`config.mk`:
```
export PLATFORM = sky130hd
export DESIGN_NAME = fc_command_scheduler
export DESIGN_NICKNAME = d
export VERILOG_FILES = /design/src/rtl/fc_command_scheduler.sv
export SDC_FILE = /design/constraint.sdc
export NUM_CORES = 1
export LEC_CHECK = 0
export BUFFER_PORTS_ARGS = -buffer_cell sky130_fd_sc_hd__buf_4
export CAP_MARGIN = 10
export CORE_ASPECT_RATIO = 0.8
export CORE_MARGIN = 8
export CORE_UTILIZATION = 53
export CTS_CLUSTER_DIAMETER = 200
export DETAILED_ROUTE_END_ITERATION = 10
export PLACE_DENSITY = 0.85
export SLEW_MARGIN = 5
export SYNTH_ARGS = -nofsm -noshare
export SYNTH_HDL_FRONTEND = slang
export SYNTH_SLANG_ARGS = --single-unit
```
`constraint.sdc`:
```
create_clock -name clk_bx -period 2.6 [get_ports clk_bx]
set_clock_uncertainty 0.05 [all_clocks]
set_input_delay 0.52 -clock clk_bx [delete_from_list [all_inputs] [get_ports clk_bx]]
set_output_delay 0.52 -clock clk_bx [all_outputs]
set_load 0.01 [all_outputs]
```
`src/rtl/fc_command_scheduler.sv`:
```
// fc_command_scheduler
//   Sequences and arbitrates fast-control commands ahead of the FC word
//   encoder, single clock domain (clk_bx).
//   - L1A path: software L1A merged with the calib-generated L1A, throttled by
//     a min-spacing holdoff and header FIFO occupancy; issued/dropped counted.
//   - Sync commands (link reset, buffer clear, calib pulse) are latched as
//     pending flags and issued one per orbit on the bx_id==sync_bx slot, by
//     priority link_reset > buf_clear > calib.
//   - A calib pulse arms a delay; its L1A reaches fc_l1a calib_offset BX
//     after the issue slot.
// Ports
//   clk_bx, reset_n                  clock, async active-low reset
//   enable                           gate for issuing any command
//   bx_id, sync_bx                   current BX / sync slot
//   req_*                            1-cycle requests
//   calib_offset, min_spacing        calib L1A delay, L1A holdoff
//   occupancy, occ_limit             header FIFO throttle
//   fc_*                             registered 1-cycle command bits
//   busy                             sync pending or calib L1A in flight
//   l1a_issued, l1a_dropped          counters (wrap / saturate)
module fc_command_scheduler #(
  parameter int ORB_W  = 12,
  parameter int OCC_W  = 8,
  parameter int CNT_W  = 32,
  parameter int DROP_W = 16
) (
  input  logic              clk_bx,
  input  logic              reset_n,
  input  logic              enable,
  input  logic [ORB_W-1:0]  bx_id,
  input  logic [ORB_W-1:0]  sync_bx,
  input  logic              req_l1a,
  input  logic              req_link_reset,
  input  logic              req_buf_clear,
  input  logic              req_calib,
  input  logic [7:0]        calib_offset,
  input  logic [3:0]        min_spacing,
  input  logic [OCC_W-1:0]  occupancy,
  input  logic [OCC_W-1:0]  occ_limit,
  output logic              fc_l1a,
  output logic              fc_link_reset,
  output logic              fc_buf_clear,
  output logic              fc_calib,
  output logic              busy,
  output logic [CNT_W-1:0]  l1a_issued,
  output logic [DROP_W-1:0] l1a_dropped
);

  typedef enum logic [1:0] {IDLE, ARMED, CAL_WAIT} state_t;

  state_t     state, state_nxt;
  logic       pend_lr, pend_bc, pend_cal;
  logic [3:0] holdoff;
  logic [7:0] delay;

  logic slot, iss_lr, iss_bc, iss_cal, cal_req;
  logic l1a_req, l1a_ok, l1a_acc, l1a_drop;
  logic pend_lr_nxt, pend_bc_nxt, pend_cal_nxt, more_pend;

  // State register
  always_ff @(posedge clk_bx or negedge reset_n) begin
    if (!reset_n) state <= IDLE;
    else          state <= state_nxt;
  end

  // Output/decode logic: issue selection and L1A acceptance
  always_comb begin
    slot     = (state == ARMED) && enable && (bx_id == sync_bx);
    iss_lr   = slot & pend_lr;
    iss_bc   = slot & ~pend_lr & pend_bc;
    iss_cal  = slot & ~pend_lr & ~pend_bc & pend_cal;
    // The L1A decision is made one cycle before fc_l1a: for offset 1 that is
    // the issue cycle itself, otherwise the cycle the delay steps from 2 to 1.
    cal_req  = (iss_cal && (calib_offset == 8'd1)) ||
               ((state == CAL_WAIT) && (delay == 8'd2));
    l1a_req  = req_l1a | cal_req;   // same-cycle requests merge into one
    l1a_ok   = enable && (holdoff == 4'd0) && (occupancy < occ_limit);
    l1a_acc  = l1a_req & l1a_ok;
    l1a_drop = l1a_req & ~l1a_ok;
    // A request on the clearing cycle re-sets its flag.
    pend_lr_nxt  = (pend_lr  & ~iss_lr)  | req_link_reset;
    pend_bc_nxt  = (pend_bc  & ~iss_bc)  | req_buf_clear;
    pend_cal_nxt = (pend_cal & ~iss_cal) | req_calib;
    more_pend    = pend_lr_nxt | pend_bc_nxt | pend_cal_nxt;
    busy         = (state != IDLE) | pend_lr | pend_bc | pend_cal;
  end

  // Next-state logic
  always_comb begin
    state_nxt = state;
    case (state)
      IDLE:
        if (enable && (pend_lr || pend_bc || pend_cal)) state_nxt = ARMED;
      ARMED:
        if (!enable)                             state_nxt = IDLE;
        else if (iss_cal && calib_offset > 8'd1) state_nxt = CAL_WAIT;
        else if (iss_lr || iss_bc || iss_cal)    state_nxt = more_pend ? ARMED : IDLE;
      CAL_WAIT:
        // delay<=2 also covers a stray value so the FSM can never stick here
        if (delay <= 8'd2) state_nxt = more_pend ? ARMED : IDLE;
      default: state_nxt = IDLE;
    endcase
  end

  // Flags, timers, counters and registered command bits
  always_ff @(posedge clk_bx or negedge reset_n) begin
    if (!reset_n) begin
      pend_lr       <= 1'b0;
      pend_bc       <= 1'b0;
      pend_cal      <= 1'b0;
      holdoff       <= '0;
      delay         <= '0;
      l1a_issued    <= '0;
      l1a_dropped   <= '0;
      fc_l1a        <= 1'b0;
      fc_link_reset <= 1'b0;
      fc_buf_clear  <= 1'b0;
      fc_calib      <= 1'b0;
    end else begin
      pend_lr  <= pend_lr_nxt;
      pend_bc  <= pend_bc_nxt;
      pend_cal <= pend_cal_nxt;

      if (l1a_acc)                holdoff <= min_spacing;
      else if (holdoff != 4'd0)   holdoff <= holdoff - 4'd1;

      if (iss_cal)                                    delay <= calib_offset;
      else if (state == CAL_WAIT && delay != 8'd0)    delay <= delay - 8'd1;

      if (l1a_acc)                    l1a_issued  <= l1a_issued + 1'b1;
      if (l1a_drop && ~&l1a_dropped)  l1a_dropped <= l1a_dropped + 1'b1;

      fc_l1a        <= l1a_acc;
      fc_link_reset <= iss_lr;
      fc_buf_clear  <= iss_bc;
      fc_calib      <= iss_cal;
    end
  end

endmodule

```
==> results of run 1 <==
==> sequential cells by signal, summed over array words and instances, names as in the netlist <==
name,cells
l1a_dropped,16
state,2
pend_cal,1
fc_buf_clear,1
l1a_issued,32
fc_l1a,1
pend_lr,1
fc_calib,1
holdoff,4
delay,8
fc_link_reset,1
pend_bc,1
==> stage by stage <==
step	cells	hold WS [ns]	setup WS [ns]	utilization (%)	instance area, um2
after floorplan	388	0.174	0.248	-	3940
after global placement	593	0.428	0.0978	67.7	4930
after detailed placement	593	0.433	0.0290	67.7	4930
after CTS	609	0.268	0.0956	70.0	5100
after global routing	610	0.310	0.0801	70.3	5120
final	610	0.242	0.271	70.3	5120
==> path summary, 6_finish.rpt <==
check                          startpoint        endpoint  cells past startpoint
setup / recovery                  pend_lr  l1a_dropped[1]                      6
hold reg to reg            l1a_issued[31]  l1a_issued[31]                      1
max in group asynchronous         reset_n      holdoff[3]                      1
min in group clk_bx        req_link_reset         pend_lr                      2
hold / removal                    reset_n        pend_cal                      1
setup reg to reg                  pend_lr  l1a_dropped[1]                      6
==> synthesized netlist by cell type, drive strengths merged (9+ instances only) <==
| cell | number | area (um2) |
|---|---|---|
| nand4 | 16 | 100 |
| nand2 | 40 | 150 |
| xnor2 | 10 | 87.6 |
| ha | 13 | 163 |
| nor3 | 21 | 145 |
| xor2 | 51 | 447 |
| nand3 | 13 | 65.1 |
| inv | 18 | 67.6 |
| o21ai | 9 | 45.0 |
| dfrtp | 69 | 1730 |
| nor2 | 35 | 131 |
==> where the power goes <==
group / internal, mW / total, mW / switching (mW)
Sequential: 1.19 / 1.32 / 0.139
Clock: 0.349 / 0.767 / 0.419
Combinational: 0.338 / 0.646 / 0.308
Total: 1.87 / 2.74 / 0.865
==> critical path: stages, from the launching register on <==
cell	delay, ns
dfrtp_1	0.48
or3b_4	0.45
nor3_2	0.12
and4_4	0.31
o221ai_2	0.18
nor2b_1	0.25
mux2_2	0.37
==> repair_timing <==
item,in CTS,in global routing
resized for setup,0,1
setup endpoints to repair,0,6
setup buffers,0,1
==> final cells by class <==
type                    instances  area [um2]
fillers                       555        2170
flip-flops and latches         69        1730
multi-input cells             295        2110
clock inverters                 7        50.0
inverters                      18        67.6
well taps                      90         113
clock buffers                   9         124
repair buffers                122         928
==> cells by family after synthesis <==
family / share of synthesized area [%]
and+or+nand+nor: 26.0
DFF: 43.9
xor gates and xnor gates: 13.6
AOI/OAI and AO/OA: 8.90
buffers and inverters: 2.76
adders and majority gates: 4.13
muxes: 0.826
==> metal layers <==
metal  share of wire, %  vias to the layer above
met3                5.8                        6
met4               0.81                        0
met2                 49                       88
li1                   -                     1626
met1                 44                     1562
met5                  0                        -
==> results_dict.tcl, run 1 <==
set metrics [dict create \
    fmax_mhz 429 \
    start_kind "flop" \
    setup.worst_path.class "reg2reg" \
    ir_drop_uv 447 \
    grt_pass1_wl_um 15800 \
    die_w_um 112 \
    clk_latency_ns 0.34 \
    fin_crit_ns 2.33 \
    grt.busiest_layer "met2" \
    setup_viol 0 \
    gr-usage-met1_pct 22.6 \
    fin_setup_tns_ns 0 \
    nets 587 \
    cts_tree "built" \
    worstPathRequired_ns 2.77 \
    grt_start_max_net_pins 70 \
    firstDrtPassIters 4 \
    area_growth_pct 30.0 \
    antenna_found_initial 0 \
    hp-class "in2async" \
    clkSinkCount 69 \
    synth_edf_count 0 \
    cts_root_buf "clkbuf_8" \
    routedWlPerCell_um 15.3 \
    cts_buffer_depth 2 \
    route.detailed.drc 0 \
    rows 28 \
    cp-end-kind "flop" \
    antennaDiodeCount 0 \
    hold_buffers 0 \
    async_flop_share_pct 100 \
    grtUsageMet3_pct 5.02 \
    start_util_pct 54.0 \
    synthFlopType "dfrtp_1" \
    rrSetupSlack_ns 0.27 \
    h-tree-depth 3 \
    io_buffers 111 \
    grt_remaining_overflow 0 \
    syn_area_um2 3940 \
    p_total_mw 2.74 \
    syn_inst 388 \
    maxCapViolCount 0 \
    cts_made_buffers 9 \
    final_common_cell "buf_4" \
    critPathArrivalTime_ns 2.50 \
    tightestPinTransition_ns 0.855 \
    finalCritPeriodShare_pct 89.6 \
    clk_pin_slew_ns 0.08 \
    vias 3282 \
    rsz0062_at_grt "false" \
    drive_gt1_share_pct 32.5 \
    use_met2_pct 31.2 \
    yosysSeqAreaShare_pct 43.9 \
    dieArea_um2 10500 \
    final_cell_mix "121 x buf_4, 69 x dfrtp_1, 51 x xor2_1" \
    grt_use_total_pct 18.3 \
    cp_max_fo 10 \
    power_density_nw_per_um2 535 \
    ioPinCount 112 \
    synth.distinct_cells 57 \
    ys_ff_latch 69 \
    syn_area_per_cell_um2 10.1 \
    yosysWarnings 0 \
    drt_iter0_drc 139 \
    syn-num-nets 460 \
    dp_hpwl_um 7500 \
    placeableCoreArea_um2 7290 \
    viasPerCell 5.38 \
    drv_slew 0 \
    fp.dieH_um 93.1 \
    ant_nets 0 \
    finalHoldViolCount 0 \
    wirelength_um 9360 \
    routabilityCongestion 0.830 \
    p_leak_nw 2.49 \
    status "completed" \
    slew_headroom_pct 43.0 \
    grt_pass1_vias 3344 \
]
Note: power is estimated with default switching activity, not from simulation.
==> run 2: changes to the inputs <==
CTS_BUF_LIST = sky130_fd_sc_hd__clkbuf_16   (was default)
==> results_dict.tcl, run 2 (synthesized netlist as in run 1, its figures left out) <==
set metrics [dict create \
    tightestPinTransition_ns 0.856 \
    finalCritPeriodShare_pct 89.4 \
    ioPinCount 112 \
    start_kind "flop" \
    cts_tree "built" \
    top_register "l1a_issued" \
    fill_cells 534 \
    power_density_nw_per_um2 591 \
    slew_headroom_pct 42.9 \
    ant_nets 0 \
    p_leak_nw 2.55 \
    pre_cts_slack_ns 0.0290 \
    setup_viol 0 \
    drive_gt1_share_pct 32.5 \
    rsz0062_at_grt "false" \
    viasPerCell 5.41 \
    grt_remaining_overflow 0 \
    status "completed" \
    route.detailed.drc 0 \
    largest_reg_flops 32 \
    seqCellArea_um2 1730 \
    nets 587 \
    rrSetupSlack_ns 0.27 \
    clkSinkCount 69 \
    firstDrtPassIters 4 \
    fmax_mhz 430 \
    cp_max_fo 10 \
    drt_iter0_drc 145 \
    cp_cell_sequence "or3b_4 > nor3_2 > and4_4 > o221ai_2 > nor2b_1 > mux2_2" \
    grt_start_max_net_pins 70 \
    wirelength_um 9620 \
    fin_setup_tns_ns 0 \
    final_common_cell "buf_4" \
    finalHoldViolCount 0 \
    vias 3302 \
    reg_top3 "l1a_issued (32), l1a_dropped (16), delay (8)" \
    cts_buffer_depth 2 \
    grt_use_total_pct 18.5 \
    start_util_pct 54.0 \
    multi_input_area_um2 2120 \
    clk_latency_ns 0.32 \
    placeableCoreArea_um2 7290 \
    routedWlPerCell_um 15.8 \
    cpMaxStageDelayCell "dfrtp_1" \
    io_buffers 111 \
    worstPathRequired_ns 2.76 \
    maxCapViolCount 0 \
    grt_pass1_wl_um 16000 \
    h-tree-depth 3 \
    hold_buffers 0 \
    cp-end-kind "flop" \
    setup.worst_path.class "reg2reg" \
    crit_path_max_incr_delay_ns 0.47 \
    clk_pin_slew_ns 0.06 \
    cts_root_buf "clkbuf_16" \
    ir_drop_uv 644 \
    routabilityCongestion 0.830 \
    rows 28 \
    final_cell_mix "121 x buf_4, 69 x dfrtp_1, 51 x xor2_1" \
    grt_pass1_vias 3409 \
    hp-class "in2async" \
    die_w_um 112 \
    setup_ws_ns 0.275 \
    fp.dieH_um 93.1 \
    critPathArrivalTime_ns 2.48 \
    antenna_found_initial 0 \
    cts_made_buffers 9 \
    drv_slew 0 \
    antennaDiodeCount 0 \
    dieArea_um2 10500 \
    fin_crit_ns 2.33 \
    area_growth_pct 32.8 \
    dp_hpwl_um 7500 \
]
run 2: cell types whose count changed in the layout (fill, tap and decap cells not counted):
| cell | change |
|---|---|
| nor3_2 | -1 |
| clkbuf_8 | -9 |
| clkbuf_16 | +9 |
| nor3_4 | +1 |
run 2: path summary, 6_finish.rpt:
kind                       depth (start not counted)              to            from
max                                                6  l1a_dropped[1]         pend_lr
min                                                1        pend_cal         reset_n
max reg2reg                                        6  l1a_dropped[1]         pend_lr
min reg2reg                                        1  l1a_issued[31]  l1a_issued[31]
max in group asynchronous                          1      holdoff[3]         reset_n
min in group clk_bx                                2         pend_lr  req_link_reset
run 2: area by class of cell:
class	instances	share of cell area [%]
Inverter	18	1.29
Sequential cell	69	33.0
Multi-Input combinational cell	295	40.5
Tap cell	90	2.15
Timing Repair Buffer	122	17.8
Clock inverter	7	0.957
Clock buffer	9	4.31
run 2: routing by layer:
metal	GRT usage [%]	share of wire (%)
met1	22.7	44
met2	31.7	49
met3	5.28	5.7
met4	4.37	1.2
met5	0	0
run 2: critical path: cells and delay by family, from the launching register on:
family | cells | cell delay (ns)
and+or+nand+nor | 4 | 1.13
muxes | 1 | 0.37
DFF | 1 | 0.47
AOI/OAI and AO/OA | 1 | 0.18
run 2: where the power goes:
group          total (mW)  switching [mW]  internal [mW]
sequential           1.33           0.146           1.19
clock                1.11           0.461          0.648
combinational       0.648           0.311          0.337
run 2: what timing repair did:
| action | in CTS | in global routing |
|---|---|---|
| buffers inserted | 0 | 1 |
| endpoints found under the setup margin | 0 | 6 |
| resized for setup | 0 | 2 |
run 2: stage by stage:
step / instances / utilization, % / power [mW] / instance area, um2 / hold WS [ns]
6_report: 610 / 71.7 / 3.09 / 5230 / 0.262
5_1_grt: 610 / 71.7 / 3.24 / 5230 / 0.335
4_1_cts: 609 / 71.4 / 3.11 / 5200 / 0.297
3_5_place_dp: 593 / 67.7 / 1.99 / 4930 / 0.433
3_3_place_gp: 593 / 67.7 / 1.94 / 4930 / 0.428
2_1_floorplan: 388 / - / 1.66 / 3940 / 0.174
